<file path="config.mk">
export PLATFORM = sky130hd
export DESIGN_NAME = coin_acceptor
export DESIGN_NICKNAME = d
export VERILOG_FILES = /design/src/rtl/coin_acceptor.sv
export SDC_FILE = /design/constraint.sdc
export NUM_CORES = 1
export LEC_CHECK = 0
export CAP_MARGIN = 20
export CORE_MARGIN = 3
export CORE_UTILIZATION = 39
export DETAILED_ROUTE_END_ITERATION = 8
export GPL_ROUTABILITY_DRIVEN = 0
export PLACE_DENSITY = 0.63
export SLEW_MARGIN = 20
export SYNTH_ARGS = -nofsm -noshare
export SYNTH_HDL_FRONTEND = slang
export SYNTH_SLANG_ARGS = --single-unit
</file>
<file path="constraint.sdc">
create_clock -name clk -period 2.9 [get_ports clk]
set_clock_uncertainty 0.1 [all_clocks]
set_input_delay 0.29 -clock clk [delete_from_list [all_inputs] [get_ports clk]]
set_output_delay 0.29 -clock clk [all_outputs]
set_load 0.05 [all_outputs]
</file>
<file path="src/rtl/coin_acceptor.sv">
// Coin intake for the vending datapath: accumulates quarters, dimes and nickels,
// vends at PRICE or refunds on cancel, and reports the returned amount on change.
module coin_acceptor #(
   parameter logic [6:0] PRICE = 7'd50
) (
   input  logic       clk,
   input  logic       reset,
   input  logic       en,
   input  logic       coin_q,
   input  logic       coin_d,
   input  logic       coin_n,
   input  logic       cancel,
   output logic [6:0] total,
   output logic       vend,
   output logic       refund,
   output logic       change_valid,
   output logic [6:0] change,
   output logic       reject
);

   typedef enum logic [1:0] {
      IDLE,
      COLLECT,
      VEND,
      REFUND
   } state_t;

   state_t     state, state_next;
   logic [6:0] total_next;
   logic [6:0] change_next;
   logic       vend_next;
   logic       refund_next;
   logic       change_valid_next;
   logic       reject_next;

   logic       coin_any;
   logic       coin_single;
   logic       accept;
   logic [6:0] value;
   logic [6:0] sum;

   assign coin_any    = coin_q | coin_d | coin_n;
   assign coin_single = coin_any & ~((coin_q & coin_d) | (coin_q & coin_n) | (coin_d & coin_n));
   assign value       = coin_q ? 7'd25 : (coin_d ? 7'd10 : (coin_n ? 7'd5 : 7'd0));
   assign sum         = total + value;

   // Cancel takes priority over a coin in COLLECT, so that coin is rejected.
   assign accept = coin_single & en &
                   ((state == IDLE) | ((state == COLLECT) & ~cancel));

   always_comb begin
      state_next        = state;
      total_next        = total;
      change_next       = change;
      vend_next         = 1'b0;
      refund_next       = 1'b0;
      change_valid_next = 1'b0;
      reject_next       = coin_any & ~accept;

      case (state)
         IDLE, COLLECT: begin
            if ((state == COLLECT) && cancel) begin
               state_next        = REFUND;
               refund_next       = 1'b1;
               change_valid_next = 1'b1;
               change_next       = total;
            end else if (accept) begin
               total_next = sum;
               if (sum >= PRICE) begin
                  state_next        = VEND;
                  vend_next         = 1'b1;
                  change_valid_next = 1'b1;
                  change_next       = sum - PRICE;
               end else begin
                  state_next = COLLECT;
               end
            end
         end
         VEND, REFUND: begin
            state_next = IDLE;
            total_next = 7'd0;
         end
         default: begin
            state_next = IDLE;
            total_next = 7'd0;
         end
      endcase
   end

   // Pulses are registered alongside the state so they line up with VEND/REFUND.
   always_ff @(posedge clk or negedge reset) begin
      if (!reset) begin
         state        <= IDLE;
         total        <= 7'd0;
         change       <= 7'd0;
         vend         <= 1'b0;
         refund       <= 1'b0;
         change_valid <= 1'b0;
         reject       <= 1'b0;
      end else begin
         state        <= state_next;
         total        <= total_next;
         change       <= change_next;
         vend         <= vend_next;
         refund       <= refund_next;
         change_valid <= change_valid_next;
         reject       <= reject_next;
      end
   end

endmodule

</file>
==> out/results.tsv, run 1 <==
metric	value	unit
setup_viol_count_final	0	
first_pass_iters	4	
place_ws	-0.3106	ns
via_count	1215	
die_y	64.95	µm
die_w	64.95	µm
yosys.area.top_type	dfrtp_1	
critPathKind	in2reg	
grt_antenna_before_repair	0	
grt_pass1_wl	5457	µm
crit_required	2.98	ns
io_pins	25	
critPathLaunch	coin_d	
area_growth_syn_to_layout	37.58	%
cts_tree	done	
seq_power_share	23.9	%
drive_gt1_share	23.56	%
hpwl	2565	µm
drtAntennaViolNets	0	
drv_cap	0	
yosysUniqueCellTypes	39	
setup_slack	0.1173	ns
peakVddDrop	426.1	µV
crit_arrival	2.87	ns
p_leak	0.8408	nW
dpl_cell_area	0.001788	mm²
cts_max_path_buffers	2	
min_period	2.783	ns
drt-wirelength-per-cell	13.61	µm
wirelength	3199	µm
clkSlewWorstSetupHoldPaths	0.11	ns
hold_viol_final	0	
synth-simple-area-share	20.22	%
netlist_top_cells_count	nand2_1, dfrtp_1, inv_1, o211ai_1, o21ai_0	
synthAdderAreaFrac	7.756	%
netlist.area_leader.share	36.93	%
overflow	0	
final_nets	206	
core	0.003178	mm²
crit_path_max_fanout	7	
synth_nets	159	
grtUsageTotal	16.78	%
synth_warnings	0	
rsz0062_at_grt	no	
combPwrFrac	68.1	%
cts_buffers	3	
fp-row-count	20	
muxShareOfSynthArea	0	%
grt_max_degree	21	
hold_buffers	0	
cts_sinks	20	
synthTopCellsByArea	dfrtp_1, nand2_1, ha_1	
placement.io_buffers	24	
power.density	1065	mW/mm²
netlist_instances	145	
end_kind	register	
worstHoldStart	coin_n	
drc	0	
fin_crit_sh	95.96	%
syn_area	0.001355	mm²
drtIter0Drc	29	
clk_latency	0.30	ns
cts_htree_levels	1	
worst_pin_slew	0.8892	ns
final_cell_area	0.001864	mm²
via_per_inst	5.170	
synthArstFlopShare	100.0	%
start_util	42.64	%
outcome	finished, final reports clean	
dieArea	0.004218	mm²
yosysMostFrequentCell	nand2_1	
first_global_vias	1176	
p_switching	964.5	µW
slew_viol_final	0	
synth_compound_area_share	24.93	%
worstReg2RegStart	total[0]$_DFFE_PN0P_	
p_sw_share	48.60	%
synth_ff_type	dfrtp_1	
syn_avg_cell_area	9.345	µm²
synth_xor_area_share	5.171	%
relSlewSlack	40.54	%
synth_edf_count	0	
worstHoldPathType	in2reg	
clockRootBuffer	clkbuf_4	
intPower	1.020	mW
seq_area_frac_synth	36.93	%
n_fill_cell	295	
cp-start-kind	input port	
antenna_cells	0	
synth_top_family_by_area	compound AO/OA/AOI/OAI gates	
fmax	359.4	MHz
total_power	1.985	mW
clockPowerShare	8.0	%
yosys_register_bits	20	
[placed cells by master (no fill, tap or decap), types with 2 or more instances in the layout]
cell / Yosys / routed
xor2_1: 3 / 3
o211ai_1: 9 / 9
ha_1: 6 / 5
a211oi_1: 3 / 3
nand2_1: 24 / 24
or3_1: 3 / 3
o211ai_2: 5 / 5
o2111ai_1: 2 / 2
buf_4: 0 / 23
o31ai_1: 3 / 3
nor3_1: 3 / 3
o221ai_1: 2 / 2
nand3b_1: 7 / 7
dfrtp_1: 20 / 20
nand2b_1: 3 / 2
inv_1: 9 / 9
a21oi_1: 2 / 2
o21ai_0: 8 / 8
clkbuf_4: 0 / 3
nor2_1: 5 / 5
clkdlybuf4s50_1: 0 / 23
xnor2_1: 5 / 5
[sequential cells by signal (all words and copies together), names as in the netlist]
name	count
state	2
reject	1
total	7
change_valid	1
vend	1
change	7
refund	1
[final cells by class]
class	instances	area (µm²)	share of cell area, %
Multi-Input combinational cell	110	817.0	43.83
Sequential cell	20	500.5	26.85
Tap cell	44	55.05	2.953
Clock buffer	4	36.28	1.946
Timing Repair Buffer	47	415.4	22.28
Inverter	10	40.04	2.148
[metal layers]
metal | track usage (%) | vias to the layer above | wire [µm]
met2 | 28.61 | 24 | 1566
met3 | 1.560 | 4 | 93
met5 | 0 | - | 0
li1 | - | 614 | -
met1 | 21.54 | 573 | 1494
met4 | 7.124 | 0 | 43
[kinds of logic after synthesis]
logic type                 count (synthesis)
adders and majority gates                  8
AOI/OAI and AO/OA                         41
buffers and inverters                     15
DFF                                       20
and+or+nand+nor                           53
xor gates and xnor gates                   8
[per-stage QoR]
stage	cells	util [%]	hold slack (ns)	setup TNS (ns)
floorplan	145	-	-0.1056	0
global placement	230	56.26	0.4367	-1.565
detailed placement	230	56.26	0.4439	-2.678
CTS	234	57.40	0.4133	0
global route	235	58.66	0.3877	0
finish	235	58.66	0.3564	0
[worst paths after layout]
check                                    endpoint  slack, ns  cells past startpoint
max                        change_valid$_DFF_PN0_       0.12                     13
min                              reject$_DFF_PN0_       0.36                      4
max reg2reg                change_valid$_DFF_PN0_       0.33                     10
min reg2reg                 change[4]$_DFFE_PN0P_       0.46                      2
max in group asynchronous    total[6]$_DFFE_PN0P_       1.78                      1
min in group asynchronous        refund$_DFF_PN0_       0.38                      1
[worst max-delay path, stage by stage]
cell and delay (ns):
clkdlybuf4s50_1 0.42, nand2b_4 0.15, nand2b_1 0.07, ha_2 0.17
inv_1 0.05, fa_1 0.37, and2b_2 0.26, o22ai_4 0.09
and4_4 0.20, o31a_4 0.39, o21ai_4 0.22, buf_4 0.15
nand2_1 0.04
[power by group through the flow]
stage | Combinational [mW] | Sequential, mW | Clock [mW]
3_3_place_gp | 1.31 | 0.475 | 0
6_report | 1.35 | 0.474 | 0.160
2_1_floorplan | 0.599 | 0.776 | 0
3_5_place_dp | 1.31 | 0.478 | 0
4_1_cts | 1.32 | 0.473 | 0.167
5_1_grt | 1.46 | 0.488 | 0.183
[what timing repair did]
action                                  CTS  global route
gates resized for setup                   0             8
buffers inserted                          0             1
endpoints found under the hold margin     0             0
endpoints found under the setup margin    0             7
Power figures use the tool's default switching activity.
==> run 2, diff against run 1 <==
--- a/config.mk
+++ b/config.mk
@@ -6,11 +6,13 @@
 export NUM_CORES = 1
 export LEC_CHECK = 0
 export CAP_MARGIN = 20
+export CORE_ASPECT_RATIO = 0.7
 export CORE_MARGIN = 3
 export CORE_UTILIZATION = 39
 export DETAILED_ROUTE_END_ITERATION = 8
 export GPL_ROUTABILITY_DRIVEN = 0
 export PLACE_DENSITY = 0.63
+export SKIP_LAST_GASP = 1
 export SLEW_MARGIN = 20
 export SYNTH_ARGS = -nofsm -noshare
 export SYNTH_HDL_FRONTEND = slang
==> run 2 against run 1 <==
Net effect: cell area grew 1.7%; critical path depth is the same; via count is essentially flat; register-to-register slack gained 0.06 ns; sequential share of layout area shrank 0.44 points; hold slack gained 0.031 ns; routed wire length grew 3.1%; total power grew 2.7%; critical path type unchanged; largest power group unchanged.
==> out/results.tsv, run 2 (synthesis gave the netlist of run 1 again) <==
metric	value	unit
outcome	finished, final reports clean	
worst_pin_slew	0.8783	ns
critPathKind	in2reg	
drtAntennaViolNets	0	
drtIter0Drc	44	
n_fill_cell	284	
cts_htree_levels	1	
power.density	1075	mW/mm²
fmax	360.9	MHz
grt_antenna_before_repair	0	
cp-start-kind	input port	
cts_tree	done	
drv_cap	0	
finish.utilization	58.63	%
hpwl	2642	µm
final_nets	207	
fp-row-count	17	
p_leak	0.8661	nW
area_growth_syn_to_layout	39.89	%
cts_buffers	3	
rsz0062_at_grt	no	
setup_viol_count_final	0	
crit_required	2.98	ns
placement.io_buffers	24	
fin_crit_sh	95.55	%
crit_arrival	2.85	ns
clk_latency	0.26	ns
regArea	500.5	µm²
clkSlewWorstSetupHoldPaths	0.08	ns
slew_viol_final	0	
die_w	76.45	µm
layout_common_cells	nand2_1, buf_4, clkdlybuf4s50_1, dfrtp_1	
cts_sinks	20	
start_util	41.91	%
min_period	2.771	ns
relSlewSlack	41.27	%
grt_max_degree	21	
peakVddDrop	408.8	µV
end_kind	register	
hold_viol_final	0	
reg.largest.list	change (7), total (7), state (2)	
io_pins	25	
clockRootBuffer	clkbuf_8	
overflow	0	
setup_slack	0.1292	ns
worstHoldPathType	in2reg	
antenna_cells	0	
die_y	55.32	µm
via_count	1214	
drc	0	
dieArea	0.004229	mm²
wirelength	3298	µm
core	0.003233	mm²
grt_pass1_wl	5885	µm
multi_input_area	815.8	µm²
rrSetupSlack	0.39	ns
cts_max_path_buffers	2	
crit_path_max_fanout	7	
hold_buffers	0	
place_ws	-0.2822	ns
drive_gt1_share	24.48	%
grtUsageTotal	17.18	%
first_pass_iters	4	
via_per_inst	5.079	
first_global_vias	1187	
drt-wirelength-per-cell	13.80	µm
[run 2: cell count changes in the layout (fill, tap and decap cells not counted), sizes merged]
cell / delta
clkdlybuf4s50: -1
dlymetal6s2s: +1
buf: +1
[run 2: layer usage]
layer  global-route usage (%)  vias to the layer above  routed length (µm)
li1                         -                      622                   -
met1                    25.66                      572                1754
met2                    25.78                       18                1432
met3                    2.769                        2                  88
met4                    4.393                        0                  22
met5                        0                        -                   0
[run 2: worst max-delay path, cell delays in order]
cell,delay (ns)
clkdlybuf4s50_1,0.41
nand2b_4,0.14
nand2b_1,0.07
ha_2,0.17
inv_1,0.05
fa_2,0.33
and2b_1,0.22
o22ai_2,0.09
and4_4,0.21
o31a_4,0.39
o21ai_4,0.22
inv_4,0.09
o211ai_2,0.15
[run 2: area by class of cell]
cell class / instances / area share [%]
Tap cell: 47 / 3.102
Multi-Input combinational cell: 110 / 43.04
Timing Repair Buffer: 48 / 22.44
Sequential cell: 20 / 26.40
Clock buffer: 4 / 2.904
Inverter: 10 / 2.112
[run 2: path summary, 6_finish.rpt]
| kind | startpoint | to | cells past startpoint |
|---|---|---|---|
| max | coin_d | change[3]$_DFFE_PN0P_ | 13 |
| min | coin_n | reject$_DFF_PN0_ | 4 |
| max reg2reg | total[0]$_DFFE_PN0P_ | change[3]$_DFFE_PN0P_ | 10 |
| min reg2reg | state[0]$_DFFE_PN0P_ | state[0]$_DFFE_PN0P_ | 2 |
| max in group asynchronous | reset | total[3]$_DFFE_PN0P_ | 1 |
| min in group asynchronous | reset | change[2]$_DFFE_PN0P_ | 1 |
[run 2: per-stage QoR]
stage | cells | power [mW] | hold slack, ns | TNS [ns] | area, µm²
floorplan | 145 | 1.375 | -0.1056 | 0 | 1355
global placement | 233 | 1.770 | 0.4364 | -1.782 | 1792
detailed placement | 233 | 1.795 | 0.4291 | -2.406 | 1792
CTS | 237 | 2.021 | 0.4490 | 0 | 1854
global route | 239 | 2.198 | 0.4368 | 0 | 1896
finish | 239 | 2.038 | 0.3879 | 0 | 1896
[run 2: power breakdown]
part | internal (mW) | leakage, nW | switching [mW]
Clock | 0.121 | 0.0288 | 0.0938
Sequential | 0.379 | 0.261 | 0.0977
Combinational | 0.563 | 0.576 | 0.784
[run 2: repair_timing]
| action | CTS | global route |
|---|---|---|
| pin swaps | 1 | 5 |
| resized for setup | 1 | 8 |
| setup buffers | 0 | 2 |
| setup endpoints to repair | 5 | 10 |
